`config.mk`:
```
export PLATFORM = sky130hd
export DESIGN_NAME = truth_table_sweeper
export DESIGN_NICKNAME = d
export VERILOG_FILES = /design/src/rtl/truth_table_sweeper_pkg.sv /design/src/rtl/truth_table_sweeper_settle.sv /design/src/rtl/truth_table_sweeper.sv
export SDC_FILE = /design/constraint.sdc
export NUM_CORES = 1
export LEC_CHECK = 0
export CAP_MARGIN = 40
export CELL_PAD_IN_SITES_DETAIL_PLACEMENT = 1
export CELL_PAD_IN_SITES_GLOBAL_PLACEMENT = 2
export CORE_UTILIZATION = 35
export CTS_BUF_LIST = sky130_fd_sc_hd__clkbuf_2 sky130_fd_sc_hd__clkbuf_4 sky130_fd_sc_hd__clkbuf_8
export DETAILED_ROUTE_END_ITERATION = 6
export PLACE_DENSITY_LB_ADDON = 0.1
export SYNTH_ARGS = -nofsm -noshare
export SYNTH_HDL_FRONTEND = slang
export SYNTH_SLANG_ARGS = --single-unit
```
`constraint.sdc`:
```
create_clock -name clk -period 2.2 [get_ports clk]
set_input_delay 0.44 -clock clk [delete_from_list [all_inputs] [get_ports clk]]
set_output_delay 0.44 -clock clk [all_outputs]
set_load 0.01 [all_outputs]
```
`src/rtl/truth_table_sweeper_pkg.sv`:
```
`default_nettype none
// ============================================================================
// Module   : truth_table_sweeper_pkg
// Brief    : Shared constants and FSM state type for the truth-table sweeper.
// Revision : 1.0 - initial release
// ============================================================================
package truth_table_sweeper_pkg;

    localparam int ROW_W   = 3;
    localparam int TABLE_W = 8;
    localparam int CNT_W   = 8;

    typedef enum logic [1:0] {
        IDLE   = 2'd0,
        DRIVE  = 2'd1,
        SAMPLE = 2'd2,
        FINISH = 2'd3
    } state_t;

endpackage
`default_nettype wire

```
`src/rtl/truth_table_sweeper_settle.sv`:
```
`default_nettype none
// ============================================================================
// Module   : settle_timer
// Brief    : Loadable down-counter that flags when the settle window has run out.
// Revision : 1.0 - initial release
// ============================================================================
module settle_timer
    import truth_table_sweeper_pkg::*;
(
    input  logic             clk,
    input  logic             rst,
    input  logic             i_load,
    input  logic [CNT_W-1:0] i_load_value,
    input  logic             i_count,
    output logic             o_zero
);

    logic [CNT_W-1:0] r_count;

    always_ff @(posedge clk) begin
        if (rst) begin
            r_count <= '0;
        end else if (i_load) begin
            r_count <= i_load_value;
        end else if (i_count && (r_count != '0)) begin
            r_count <= r_count - CNT_W'(1);
        end
    end

    assign o_zero = (r_count == '0);

endmodule
`default_nettype wire

```
`src/rtl/truth_table_sweeper.sv`:
```
`default_nettype none
// ============================================================================
// Module   : truth_table_sweeper
// Brief    : Walks a 3-input netlist through all 8 rows and captures its table.
// Revision : 1.0 - initial release
// ============================================================================
module truth_table_sweeper
    import truth_table_sweeper_pkg::*;
#(
    parameter int                 SETTLE_CYCLES = 4,
    parameter logic [TABLE_W-1:0] EXPECTED      = 8'h76
)
(
    input  logic               clk,
    input  logic               rst,
    input  logic               start,
    input  logic               dut_out,
    output logic               in1,
    output logic               in2,
    output logic               in3,
    output logic               busy,
    output logic               done,
    output logic [TABLE_W-1:0] table_out,
    output logic               pass
);

    // The counter holds "cycles remaining after this one", hence the minus one.
    localparam logic [CNT_W-1:0] c_settle_load = CNT_W'(SETTLE_CYCLES - 1);
    localparam logic [ROW_W-1:0] c_last_row    = '1;

    state_t             r_state;
    state_t             w_next_state;
    logic [ROW_W-1:0]   r_row;
    logic [TABLE_W-1:0] r_acc;
    logic [TABLE_W-1:0] r_table;
    logic               r_pass;
    logic [TABLE_W-1:0] w_acc_next;
    logic [ROW_W-1:0]   w_bit_idx;
    logic               w_last_row;
    logic               w_timer_load;
    logic               w_timer_count;
    logic               w_timer_zero;

    settle_timer u_settle_timer (
        .clk          (clk),
        .rst          (rst),
        .i_load       (w_timer_load),
        .i_load_value (c_settle_load),
        .i_count      (w_timer_count),
        .o_zero       (w_timer_zero)
    );

    assign w_last_row    = (r_row == c_last_row);
    assign w_timer_load  = ((r_state == IDLE) && start) ||
                           ((r_state == SAMPLE) && !w_last_row);
    assign w_timer_count = (r_state == DRIVE);

    // Row 0 lands in the MSB: bit index is 7 - row, i.e. the row inverted.
    assign w_bit_idx = ~r_row;

    always_comb begin
        w_acc_next            = r_acc;
        w_acc_next[w_bit_idx] = dut_out;
    end

    always_ff @(posedge clk) begin
        if (rst) begin
            r_state <= IDLE;
        end else begin
            r_state <= w_next_state;
        end
    end

    always_comb begin
        w_next_state = r_state;
        case (r_state)
            IDLE:    if (start)        w_next_state = DRIVE;
            DRIVE:   if (w_timer_zero) w_next_state = SAMPLE;
            SAMPLE:  w_next_state = w_last_row ? FINISH : DRIVE;
            FINISH:  w_next_state = IDLE;
            default: w_next_state = IDLE;
        endcase
    end

    // The final result is published on entry to FINISH so that table_out and
    // pass are already valid in the cycle where done is high.
    always_ff @(posedge clk) begin
        if (rst) begin
            r_row   <= '0;
            r_acc   <= '0;
            r_table <= '0;
            r_pass  <= 1'b0;
        end else begin
            case (r_state)
                IDLE: begin
                    if (start) begin
                        r_row <= '0;
                        r_acc <= '0;
                    end
                end
                SAMPLE: begin
                    r_acc <= w_acc_next;
                    if (w_last_row) begin
                        r_table <= w_acc_next;
                        r_pass  <= (w_acc_next == EXPECTED);
                    end else begin
                        r_row <= r_row + ROW_W'(1);
                    end
                end
                default: ;
            endcase
        end
    end

    always_comb begin
        in1  = 1'b0;
        in2  = 1'b0;
        in3  = 1'b0;
        busy = 1'b0;
        done = 1'b0;
        case (r_state)
            DRIVE, SAMPLE: begin
                {in1, in2, in3} = r_row;
                busy            = 1'b1;
            end
            FINISH: begin
                busy = 1'b1;
                done = 1'b1;
            end
            default: ;
        endcase
    end

    assign table_out = r_table;
    assign pass      = r_pass;

endmodule
`default_nettype wire

```
==> flow_metrics.tcl, run 1 <==
set metrics [dict create \
    status "finished clean" \
    ys.flop_type "dfxtp_1" \
    core.rowCount 24 \
    ir_drop_v 0.000323 \
    synth_top_area_share_pct 36.3 \
    cp_cell_sequence "inv_1 > ha_1 > and2_1 > clkdlybuf4s50_1" \
    grt_max_degree 18 \
    hp-class "flop to flop" \
    syn_inst 188 \
    grt_util_all_layers_pct 17.3 \
    firstDrtPassIters 4 \
    fmax_mhz 471 \
    grt_use_met1_pct 19.9 \
    port_buffers 17 \
    initial_utilization_pct 37.3 \
    met3_usage_pct 4.70 \
    ys_warn_count 0 \
    grt_pass1_wl_mm 6.68 \
    die_width_um 70.8 \
    crit_required_ps 1760 \
    arrival_ps 1680 \
    critPathCaptureType "output port" \
    ys_ff_latch 30 \
    holdWs_ps 494 \
    cts_tree "yes" \
    grtUsageMet2_pct 31.1 \
    drc 0 \
    nNetsFinal 222 \
    wl_per_cell_um 15.1 \
    die_y_um 70.8 \
    yosysSeqAreaShare_pct 36.3 \
    routed_wl_mm 3.96 \
    clk_latency_ps 280 \
    hpwl_mm 2.96 \
    p_leak_nw 0.756 \
    area_growth_pct 23.9 \
    antenna_found_initial 0 \
    drive_above_1_share_pct 11.0 \
    cts_inserted_buffers 5 \
    worst_pin_slew_ps 571 \
    synth_enable_flop_cells 0 \
    period_share_pct 96.4 \
    synthTopCellsByArea "dfxtp_1 (36%), ha_1 (6.8%), nor2_1 (5.7%)" \
    cts.sinks 30 \
    die_area_um2 5010 \
    postSynth.asyncResetShare_pct 0 \
    hold_viol 0 \
    startpoint_type "flop" \
    setup_viol 0 \
    syn_nets 201 \
    tns_ps 0 \
    slowest_stage "clkdlybuf4s50_1" \
    cts_root_buf "clkbuf_8" \
    slew_viol_final 0 \
    ant_nets 0 \
    slew_headroom_pct 61.8 \
    grt_overflow 0 \
    synth_top_cell_by_area "dfxtp_1" \
    multi_input_area_um2 983 \
    cts_max_path_buffers 2 \
    crit_type "flop to output port" \
    fp.coreArea_um2 4440 \
    regArea_um2 604 \
    worst_path_largest_cell_delay_ps 530 \
    busiest_layer "met2" \
    yosysUniqueCellTypes 39 \
    pin_count 18 \
    nFillCells 534 \
    cap_violations 0 \
    clk_pin_slew_ps 60 \
    diodes 0 \
    syn_avg_cell_area_um2 8.81 \
    gp_congestion 0.788 \
    skew_ps 3.87 \
    ctsHtreeMaxLevel 2 \
    via_per_inst 5.41 \
    vias 1418 \
    syn_area_um2 1660 \
    grt_pass1_vias 1425 \
    crit_fanout 5 \
    first_iter_violations 12 \
    cellPowerDensity_nw_per_um2 962 \
    hold_buffers 0 \
    finalCriticalPeriod_ps 2120 \
    rsz0062_at_grt "false" \
]
==> critical path, delay by kind of cell (launching register included) <==
kind / cells / cell delay (ps)
and+or+nand+nor: 1 / 130
DFF: 1 / 360
adders and majority gates: 1 / 300
buffers and inverters: 2 / 610
==> routing by layer <==
metal  vias to the layer above  share of wire, %  wire, um
met5                         -                 0         0
met4                         0               1.3        51
met3                         7               3.0       119
met2                        16                51      2030
met1                       679                44      1760
li1                        716                 -         -
==> cells in the final DEF, fill, tap and decap left out, types with 2 or more instances in the layout <==
master and count:
nand2_1 6, o21ai_0 4, buf_4 7, clkbuf_8 6
bufinv_16 2, a2111oi_0 2, nand2b_1 4, or4_1 3
nor3b_1 4, ha_1 9, or2_2 2, a211oi_1 11
a32oi_1 3, xnor2_1 6, nor3_1 2, mux2i_1 8
dfxtp_2 3, inv_1 9, clkdlybuf4s50_1 17, a2bb2oi_1 8
nand3b_1 4, dfxtp_1 27, and2_1 5, a21oi_1 11
or3_1 2, nor2_1 25, nor2b_1 5, or3b_1 2
==> synthesized netlist by cell type (2+ instances only) <==
cell,n
and2_1,5
nand3b_1,4
a21oi_1,11
clkbuf_1,7
nand2b_1,4
nor2_1,25
xnor2_1,6
a32oi_1,3
or3b_1,2
nor3_1,2
a2bb2oi_1,8
mux2i_1,8
o21ai_0,4
inv_1,9
a2111oi_0,2
buf_1,2
nor3b_1,4
or2_2,2
ha_1,9
or4_1,3
or3_1,2
nand2_1,6
dfxtp_1,30
a211oi_1,11
nor2b_1,5
==> state kept, by name (all words and copies together), names as in the netlist <==
signal	flops
pass	1
table_out	8
r_state	2
r_acc	8
u_settle_timer.r_count	8
r_row	3
==> timing repair <==
action | CTS | global route
resized for setup | 0 | 3
endpoints found under the setup margin | 0 | 3
buffers inserted | 0 | 0
==> logic make-up after synthesis <==
| family | synth area share, % |
|---|---|
| xor+xnor | 3.17 |
| buf+inv | 4.38 |
| simple gates | 23.3 |
| fa+ha+maj | 6.80 |
| mux | 5.51 |
| compound gates | 20.6 |
| flops | 36.3 |
==> stage by stage <==
step | instances | power [mW] | setup WS (ps) | utilization [%] | area (um^2)
final | 262 | 1.97 | 79.1 | 46.2 | 2050
after global routing | 262 | 2.11 | 1.39 | 46.2 | 2050
after CTS | 262 | 2.00 | 5.62 | 46.1 | 2050
after detailed placement | 254 | 1.30 | 117 | 42.9 | 1910
after global placement | 254 | 1.27 | 216 | 42.9 | 1910
after floorplan | 188 | 1.12 | 453 | - | 1660
==> cell type report <==
cell class | count | area share [%]
multi-input combinational | 139 | 47.9
sequential | 30 | 29.5
timing repair buffer | 24 | 10.9
clock buffer | 6 | 4.02
tap | 52 | 3.17
clock inverter | 2 | 2.93
inverter | 9 | 1.65
==> path summary, 6_finish.rpt <==
path                            slack (ps)                      start  cells after the start          to
worst min register to register         490                 r_state[1]                      2  r_state[1]
worst min-delay path                   490                 r_state[1]                      2  r_state[1]
worst max-delay path                    80                 r_state[1]                      4         in3
worst max register to register         350  u_settle_timer.r_count[0]                      6  r_state[1]
==> report_power, final <==
group	switching, mW	internal (mW)
clock	0.206	0.483
combinational	0.349	0.278
sequential	0.0577	0.600
total	0.613	1.36
No activity file was read; power rests on OpenSTA's default activity.
==> inputs of run 2 (changes only) <==
--- a/config.mk
+++ b/config.mk
@@ -14,4 +14,6 @@
 export PLACE_DENSITY_LB_ADDON = 0.1
 export SYNTH_ARGS = -nofsm -noshare
 export SYNTH_HDL_FRONTEND = slang
+export SYNTH_HIERARCHICAL = 1
 export SYNTH_SLANG_ARGS = --single-unit
+export TNS_END_PERCENT = 5
==> run 2 against run 1 <==
  * Critical path depth rose by 3
  * Clock skew rose by 5.1 ps
  * Power rose by 8.9%
  * Via count is 15% higher
  * Cell count rose by 19%
==> flow_metrics.tcl, run 2 <==
set metrics [dict create \
    status "finished clean" \
    via_per_inst 5.26 \
    ys_warn_count 6 \
    synthTopCellsByArea "dfxtp_1 (33%), nor2_1 (6.9%), ha_1 (6.3%)" \
    hold_start "pass" \
    ys_ff_latch 30 \
    clk_latency_ps 280 \
    cts_setup_buffers 0 \
    whs_path_depth 2 \
    antenna_found_initial 0 \
    finalCriticalPeriod_ps 2080 \
    grt_max_degree 32 \
    setup_viol 0 \
    hold_viol 0 \
    gp_congestion 0.773 \
    startpoint_type "primary input" \
    crit_required_ps 2410 \
    drive_above_1_share_pct 14.8 \
    crit_type "primary input to flop" \
    cts_root_buf "clkbuf_8" \
    grt_pass1_vias 1619 \
    ant_nets 0 \
    cap_violations 0 \
    ys.flop_type "dfxtp_1" \
    reg2reg_depth 5 \
    yosysUniqueCellTypes 54 \
    core.rowCount 25 \
    routed_wl_mm 4.73 \
    grt_util_all_layers_pct 19.6 \
    die_width_um 73.7 \
    cts_inserted_buffers 5 \
    yosysMostFrequentCell "nor2_1" \
    vias 1636 \
    synth_enable_flop_cells 0 \
    fp.coreArea_um2 4850 \
    synth_top_area_share_pct 33.4 \
    wl_per_cell_um 15.2 \
    p_leak_nw 0.878 \
    nNetsFinal 256 \
    layout.cells.non_filler 311 \
    pin_count 18 \
    drc 0 \
    rsz0062_at_grt "false" \
    postSynth.asyncResetShare_pct 0 \
    cts_max_path_buffers 2 \
    die_y_um 73.7 \
    place_area_um2 2080 \
    synth_common_cells "nor2_1 (33), dfxtp_1 (30), nand2_1 (14)" \
    period_share_pct 94.6 \
    tns_ps 0 \
    cellPowerDensity_nw_per_um2 982 \
    final_area_um2 2190 \
    slew_headroom_pct 40.4 \
    first_iter_violations 109 \
    grt_pass1_wl_mm 8.02 \
    r2r-end "pass" \
    grt_overflow 0 \
    timing.rr.start "r_row[2]" \
    layout_common_cells "nor2_1 (33), dfxtp_1 (28), nand2_1 (14), clkdlybuf4s50_1 (14)" \
    fmax_mhz 481 \
    syn_area_um2 1800 \
    skew_ps 8.96 \
    area_growth_pct 21.6 \
    arrival_ps 2290 \
    syn_avg_cell_area_um2 8.37 \
    clk_pin_slew_ps 60 \
    hold_buffers 0 \
    initial_utilization_pct 37.1 \
    final_util_pct 45.1 \
    finalPower_mw 2.15 \
    crit_fanout 11 \
    cts_tree "yes" \
    firstDrtPassIters 4 \
    die_area_um2 5430 \
    holdWs_ps 473 \
    dp_cells 303 \
    synth_top_cell_by_area "dfxtp_1" \
    fin_ws_ps 119 \
    critPathCaptureType "flop" \
    ctsHtreeMaxLevel 2 \
    r2r_setup_slack_ps 170 \
    cts.sinks 30 \
    yosysSeqAreaShare_pct 33.4 \
    hpwl_mm 3.46 \
    slew_viol_final 0 \
    post-place-ws_ps -106 \
    whs_endpoint "pass" \
    ir_drop_v 0.000636 \
    layout_commonest_cell "nor2_1" \
    hp-class "flop to flop" \
    port_buffers 17 \
    diodes 0 \
    worst_pin_slew_ps 889 \
    syn_inst 215 \
]
-- run 2: worst max path at each step --
stage	from	end	slack, ps	depth (start not counted)
detailed placement	dut_out	pass	-110	7
finish	dut_out	pass	120	7
CTS	r_state[0]	in2	40	4
floorplan	r_state[0]	u_settle_timer/r_count[1]	160	9
global placement	dut_out	pass	-50	6
global route	dut_out	pass	40	7
-- run 2: kinds of logic after synthesis --
| family | after synthesis | share of synthesized area (%) |
|---|---|---|
| and+or+nand+nor | 86 | 25.5 |
| AOI/OAI and AO/OA | 53 | 22.0 |
| DFF | 30 | 33.4 |
| buffers and inverters | 24 | 6.47 |
| adders and majority gates | 9 | 6.26 |
| muxes | 8 | 4.59 |
| xor gates and xnor gates | 3 | 1.46 |
| other | 2 | 0.417 |
-- run 2: critical path: stages --
cell and delay (ps):
clkdlybuf4s50_1 440, buf_4 200, and2b_2 220, a221oi_2 270, nand2_1 110, or4b_1 470
a21oi_1 150
-- run 2: layout make-up --
class                           instances  area (um^2)
Timing Repair Buffer                   27          253
Sequential cell                        30          603
Fill cell                             602         2660
Clock buffer                            7         90.1
Multi-Input combinational cell        167         1110
Inverter                               12         45.0
Tap cell                               67         83.8
Clock inverter                          1         5.00
-- run 2: where the power goes --
part / switching (mW) / internal [mW]
registers: 0.0996 / 0.630
logic: 0.547 / 0.397
clock network: 0.211 / 0.265
total: 0.858 / 1.29
-- run 2: layer usage --
metal	global-route usage, %	up-vias	share of wire (%)
li1	-	812	-
met1	26.7	795	51
met2	30.2	25	45
met3	4.80	4	2.4
met4	6.20	0	1.0
met5	0	-	0
-- run 2: timing repair --
item / CTS / global route
endpoints found under the setup margin: 3 / 4
pin swaps: 0 / 0
cloned: 0 / 0
resized for setup: 2 / 4
==> inputs of run 3 (changes only) <==
--- a/config.mk
+++ b/config.mk
@@ -11,6 +11,7 @@
 export CORE_UTILIZATION = 35
 export CTS_BUF_LIST = sky130_fd_sc_hd__clkbuf_2 sky130_fd_sc_hd__clkbuf_4 sky130_fd_sc_hd__clkbuf_8
 export DETAILED_ROUTE_END_ITERATION = 6
+export GPL_ROUTABILITY_DRIVEN = 0
 export PLACE_DENSITY_LB_ADDON = 0.1
 export SYNTH_ARGS = -nofsm -noshare
 export SYNTH_HDL_FRONTEND = slang
==> results of run 3 <==
Final layout, timing and power as in run 2 (identical DEF).
